**src/rtl/instr_issuer_if.sv**
```systemverilog
// Processor command bus: func/in1/in2 operands, run start pulse, done strobe.
// The issuer drives the master side; the processor control FSM is the slave.
interface instr_issuer_if #(
    parameter int DATA_W = 8
);
    logic [2:0]        func;
    logic [2:0]        in1;
    logic [DATA_W-1:0] in2;
    logic              run;
    logic              done;

    modport master (
        output func, in1, in2, run,
        input  done
    );

    modport slave (
        input  func, in1, in2, run,
        output done
    );
endinterface

```
**src/rtl/instr_issuer.sv**
```systemverilog
// Instruction FIFO plus IDLE/ISSUE/WAIT issue FSM for the processor command bus.
// Optional watchdog on WAIT enabled by defining INSTR_ISSUER_WATCHDOG_EN.
module instr_issuer #(
    parameter int DATA_W  = 8,
    parameter int DEPTH   = 4,
    parameter int TIMEOUT = 16
) (
    input  logic              clk,
    input  logic              reset,
    input  logic              enable,
    input  logic              wr_en,
    input  logic [2:0]        wr_func,
    input  logic [2:0]        wr_rx,
    input  logic [DATA_W-1:0] wr_data,
    output logic              full,
    output logic              empty,
    output logic              ovf,
    instr_issuer_if.master    bus,
    output logic              busy,
    output logic [7:0]        retired,
    output logic              err
);
    localparam int AW = (DEPTH > 1) ? $clog2(DEPTH) : 1;

    typedef enum logic [1:0] {
        IDLE,
        ISSUE,
        WAIT
    } state_t;

    typedef struct packed {
        logic [2:0]        func;
        logic [2:0]        rx;
        logic [DATA_W-1:0] data;
    } entry_t;

    entry_t        mem [DEPTH];
    logic [AW-1:0] wr_ptr;
    logic [AW-1:0] rd_ptr;
    logic [AW:0]   count;
    state_t        state;
    logic          push;
    logic          pop;

    assign full  = (count == (AW+1)'(DEPTH));
    assign empty = (count == '0);
    assign busy  = (state != IDLE);
    assign push  = wr_en && !full;
    assign pop   = (state == IDLE) && enable && !empty;

    // Pointers wrap naturally because DEPTH is a power of two.
    always_ff @(posedge clk or posedge reset) begin
        if (reset) begin
            wr_ptr <= '0;
            rd_ptr <= '0;
            count  <= '0;
            ovf    <= 1'b0;
            for (int i = 0; i < DEPTH; i++) begin
                mem[i] <= '0;
            end
        end else begin
            if (push) begin
                mem[wr_ptr] <= '{func: wr_func, rx: wr_rx, data: wr_data};
                wr_ptr      <= wr_ptr + 1'b1;
            end
            if (pop) begin
                rd_ptr <= rd_ptr + 1'b1;
            end
            if (wr_en && full) begin
                ovf <= 1'b1;
            end
            if (push && !pop) begin
                count <= count + 1'b1;
            end else if (pop && !push) begin
                count <= count - 1'b1;
            end
        end
    end

`ifdef INSTR_ISSUER_WATCHDOG_EN
    localparam int WW = $clog2(TIMEOUT + 1);
    logic [WW-1:0] wdog;
`else
    logic unused_cfg;
    assign unused_cfg = TIMEOUT[0];
    assign err        = 1'b0;
`endif

    always_ff @(posedge clk or posedge reset) begin
        if (reset) begin
            state    <= IDLE;
            bus.func <= '0;
            bus.in1  <= '0;
            bus.in2  <= '0;
            bus.run  <= 1'b0;
            retired  <= '0;
`ifdef INSTR_ISSUER_WATCHDOG_EN
            wdog     <= '0;
            err      <= 1'b0;
`endif
        end else begin
            unique case (state)
                IDLE: begin
                    bus.run <= 1'b0;
                    if (pop) begin
                        bus.func <= mem[rd_ptr].func;
                        bus.in1  <= mem[rd_ptr].rx;
                        bus.in2  <= mem[rd_ptr].data;
                        bus.run  <= 1'b1;
                        state    <= ISSUE;
                    end
                end
                ISSUE: begin
                    bus.run <= 1'b0;
                    state   <= WAIT;
`ifdef INSTR_ISSUER_WATCHDOG_EN
                    wdog    <= '0;
`endif
                end
                WAIT: begin
                    // done beats a simultaneous timeout.
                    if (bus.done) begin
                        retired <= retired + 8'd1;
                        state   <= IDLE;
`ifdef INSTR_ISSUER_WATCHDOG_EN
                    end else if (wdog == WW'(TIMEOUT - 1)) begin
                        err   <= 1'b1;
                        state <= IDLE;
                    end else begin
                        wdog <= wdog + 1'b1;
`endif
                    end
                end
                default: begin
                    state <= IDLE;
                end
            endcase
        end
    end
endmodule
```
**src/flat_wrapper.sv**
```systemverilog
// flat-port wrapper written by rule: the top's interface ports become plain ports
module instr_issuer_flat 
#(
    parameter int DATA_W  = 8,
    parameter int DEPTH   = 4,
    parameter int TIMEOUT = 16
)
  (clk, reset, enable, wr_en, wr_func, wr_rx, wr_data, full, empty, ovf, busy, retired, err, bus_func, bus_in1, bus_in2, bus_run, bus_done);
  instr_issuer_if #(.DATA_W(DATA_W)) bus_i ();
  input  logic clk;
  input  logic reset;
  input  logic enable;
  input  logic wr_en;
  input  logic [2:0] wr_func;
  input  logic [2:0] wr_rx;
  input  logic [DATA_W-1:0] wr_data;
  output logic full;
  output logic empty;
  output logic ovf;
  output logic busy;
  output logic [7:0] retired;
  output logic err;
  output wire logic [$bits(bus_i.func)-1:0] bus_func;
  output wire logic [$bits(bus_i.in1)-1:0] bus_in1;
  output wire logic [$bits(bus_i.in2)-1:0] bus_in2;
  output wire logic [$bits(bus_i.run)-1:0] bus_run;
  input wire logic [$bits(bus_i.done)-1:0] bus_done;
  assign bus_func = bus_i.func;
  assign bus_in1 = bus_i.in1;
  assign bus_in2 = bus_i.in2;
  assign bus_run = bus_i.run;
  assign bus_i.done = bus_done;
  instr_issuer #(.DATA_W(DATA_W), .DEPTH(DEPTH), .TIMEOUT(TIMEOUT)) u_core (.clk(clk), .reset(reset), .enable(enable), .wr_en(wr_en), .wr_func(wr_func), .wr_rx(wr_rx), .wr_data(wr_data), .full(full), .empty(empty), .ovf(ovf), .bus(bus_i), .busy(busy), .retired(retired), .err(err));
endmodule
```
**config.mk**
```make
export PLATFORM = sky130hd
export DESIGN_NAME = instr_issuer_flat
export DESIGN_NICKNAME = d
export VERILOG_FILES = /design/src/rtl/instr_issuer_if.sv /design/src/rtl/instr_issuer.sv /design/src/flat_wrapper.sv
export SDC_FILE = /design/constraint.sdc
export NUM_CORES = 1
export LEC_CHECK = 0
export CAP_MARGIN = 20
export CELL_PAD_IN_SITES_DETAIL_PLACEMENT = 0
export CELL_PAD_IN_SITES_GLOBAL_PLACEMENT = 1
export CORE_MARGIN = 5
export CORE_UTILIZATION = 25
export DETAILED_ROUTE_END_ITERATION = 10
export PLACE_DENSITY_LB_ADDON = 0.1
export REMOVE_ABC_BUFFERS = 1
export SLEW_MARGIN = 25
export SYNTH_ARGS = -nofsm -noshare
export SYNTH_HDL_FRONTEND = slang
export SYNTH_SLANG_ARGS = --single-unit
```
**constraint.sdc**
```tcl
create_clock -name clk -period 5.45 [get_ports clk]
set_input_delay 0.545 -clock clk [delete_from_list [all_inputs] [get_ports clk]]
set_output_delay 0.545 -clock clk [all_outputs]
set_load 0.01 [all_outputs]
```
==> metrics <==
crit-path cells or3_1 > nand3_2 > ha_1 > inv_1 > fa_1 > xor2_1 > nor2_1 > xor2_1; post-CTS setup buffer count 0; number of synthesized flops with an enable pin 0; VDD IR-drop max 0.0001730 V; Worst Clk Skew a little under 0.009 ns; worst path bufs/invs 1; Worst-Margin Slew between 1 and 1.5 ns; largest net degree at the start of global routing between 50 and 60; 1st-iter DRT viols 65; Yosys cell types 30; final wirelength roughly 8300 um; die area approximately 0.018 mm2; Layout Nets 319; WL/cell 16.42 um; most common cell after layout, fill and taps aside dfrtp_1; Leakage between 0.002 and 0.0025 uW; post-synthesis xor/xnor area fraction under 10%; DIE HEIGHT approximately 130 um; routed vias 2,103; most used cell, CP xor2_1; nature of the critical path endpoint register; CTS Hold Bufs 0; min-delay worst type register to register; Place WS roughly 2.5 ns; Resized cells post-CTS 0; post-synthesis simple-gate area fraction between 3 and 4%; unrepaired setup endpoints after global routing false; num rows 45; Synth Flop Type dfrtp_1; status complete, no violations; Post-synth ARST share 100.0%; Syn-to-layout area delta 23.76%; Final Hold Fails 0; synthesized netlist cell count roughly 250; commonest non-fill, non-tap cells in the layout 88 x dfrtp_1, 63 x mux2_2, 45 x clkdlybuf4s50_1; # Max-Cap Violations 0; post-synthesis mux area share a little over 30%; post-synthesis sequential area ratio 57.07%; Netlist Area Pre-Place 0.003902 mm2; CTS buffer count 9; Top delay family on crit path simple AND/OR/NAND/NOR gates; Final Critical Period between 2 and 3 ns; initial antenna violation count 0; fin crit share a little under half; post-route cell area around 0.0048 mm2; Sink Count around 90; DP HPWL 5138 um; PD cells 608.6 mW/mm2; # diodes 0; CP peak stage delay about 0.45 ns; main combinational cell family by area after synthesis multiplexers; global-route wire length before repair ~13,000 um; Reg clk slew, reported paths roughly 0.060 ns; H-tree levels 3; placed cell areas 0.004543 mm2; clock latency on the worst-skew pair approximately 0.34 ns; post-synthesis adder-cell area fraction ~2.4%; clock root cell clkbuf_16; core area between 0.015 and 0.02 mm2; Clock Path Buffers 2; Via density around 4.1; Setup Viol. Count Final 0; Die Wd roughly 130 um; Final TNS setup 0 ns; I/O pins between 40 and 50; Avg Cell Area, Syn between 15 and 20 um2; crit path launch type register; Post-DRT Antenna Nets 0; Residual DRC 0; # fillers approximately 1,500; GPL Wtd Cong ~0.65; GRT Overall Usage under 10%; kind of critical path register to register; Core Util, Final 31.65%; Starting Density between 20% and 30%; grt ovf 0; most area-consuming cells after synthesis dfrtp_1 57%, mux2_2 18%, mux4_2 8.1%, mux2_4 3.8%, ha_1 1.9%; CP Data Arrival Time 2.79 ns; vias in the first global route approximately 2,300; Non-Filler Instances 507; Yosys top cell by area dfrtp_1; Cells after DPL roughly 490; slew margin rel. between 30% and 40%; CP max FO 18; Setup WS post-layout 2.920 ns; Port Buffers 45; Final Max Tran Viols 0; First-pass DRT Iterations 4; fraction of the mapped netlist area in compound gates less than 1%; Fmax approximately 400 MHz; synth warn 0; Yosys top cell area share 57.07%; CP max stage cell nand3_2; CTS tree done; Critical Path RT approximately 5.7 ns; Yosys reg bits between 80 and 90; layout cell share with drive strength beyond 1 between 30% and 40%
[kinds of logic (layout without fill, tap and decap cells)]
| family | after synthesis | after routing |
|---|---|---|
| flops | 89 | 89 |
| other cells | 1 | 1 |
| mux | 88 | 88 |
| fa+ha+maj | 7 | 7 |
| xor+xnor | 13 | 13 |
| compound gates | 1 | 1 |
| buf+inv | 21 | 70 |
| simple gates | 27 | 27 |
[layout make-up]
type	count	area, um2	share of cell area (%)
flip-flops and latches	89	2228	46.14
multi-input cells	137	1551	32.12
repair buffers	47	465.4	9.637
well taps	211	264.0	5.466
clock buffers	11	242.7	5.026
clock inverters	3	42.54	0.8808
inverters	9	35.03	0.7254
[worst reg2reg max path, delay by kind of cell (launching register included)]
kind,cells,cell delay (ns)
xor gates and xnor gates,2,0.31
adders and majority gates,2,0.70
buffers and inverters,1,0.07
DFF,1,0.39
and+or+nand+nor,3,0.99
[state kept, by name (all words and copies together) (netlist names)]
signal / count
u_core.wr_ptr: 2
u_core.rd_ptr: 2
u_core.bus.in1: 3
u_core.count: 3
u_core.retired: 8
u_core.state: 2
u_core.mem: 56
u_core.bus.run: 1
u_core.ovf: 1
u_core.bus.in2: 8
u_core.bus.func: 3
[worst paths after layout]
| kind | to | cells after the start | slack, ns | from |
|---|---|---|---|---|
| worst max-delay path | u_core.count[2] | 8 | 2.92 | u_core.count[2] |
| worst min-delay path | u_core.ovf | 1 | 0.46 | u_core.ovf |
| worst max register to register | u_core.count[2] | 8 | 2.92 | u_core.count[2] |
| worst min register to register | u_core.ovf | 1 | 0.46 | u_core.ovf |
| max in group asynchronous | u_core.mem[2] | 3 | 3.70 | reset |
| min in group asynchronous | u_core.bus.in2[3] | 2 | 0.63 | reset |
[routing by layer]
metal,up-vias,global-route usage (%),routed length (um)
li1,963,-,-
met1,1098,13.16,3995
met2,30,15.18,3868
met3,12,2.086,242
met4,0,5.543,220
met5,-,0,0
[metrics by stage]
step                hold slack (ns)  total power, uW
floorplan                    0.4476             1947
global placement             0.4406             2346
detailed placement           0.4473             2372
CTS                          0.4616             3002
global route                 0.4797             3133
finish                       0.4552             2939
[synthesized netlist by cell type (2+ instances only)]
cell type  number
dfrtp_1        89
mux2_2         63
mux4_2         14
mux2_4         10
inv_1           9
nand2_1         9
xor2_1          8
ha_1            6
buf_2           5
xnor2_1         5
buf_4           4
nor2_1          4
nand3_1         3
nor3_1          2
[power by group]
| group | leakage, uW | internal [uW] | switching [uW] |
|---|---|---|---|
| registers | 0.00107 | 991 | 230 |
| clock network | 0.000137 | 362 | 249 |
| logic | 0.000849 | 717 | 390 |
| total | 0.00205 | 2070 | 869 |
Note: power is estimated with default switching activity, not from simulation.
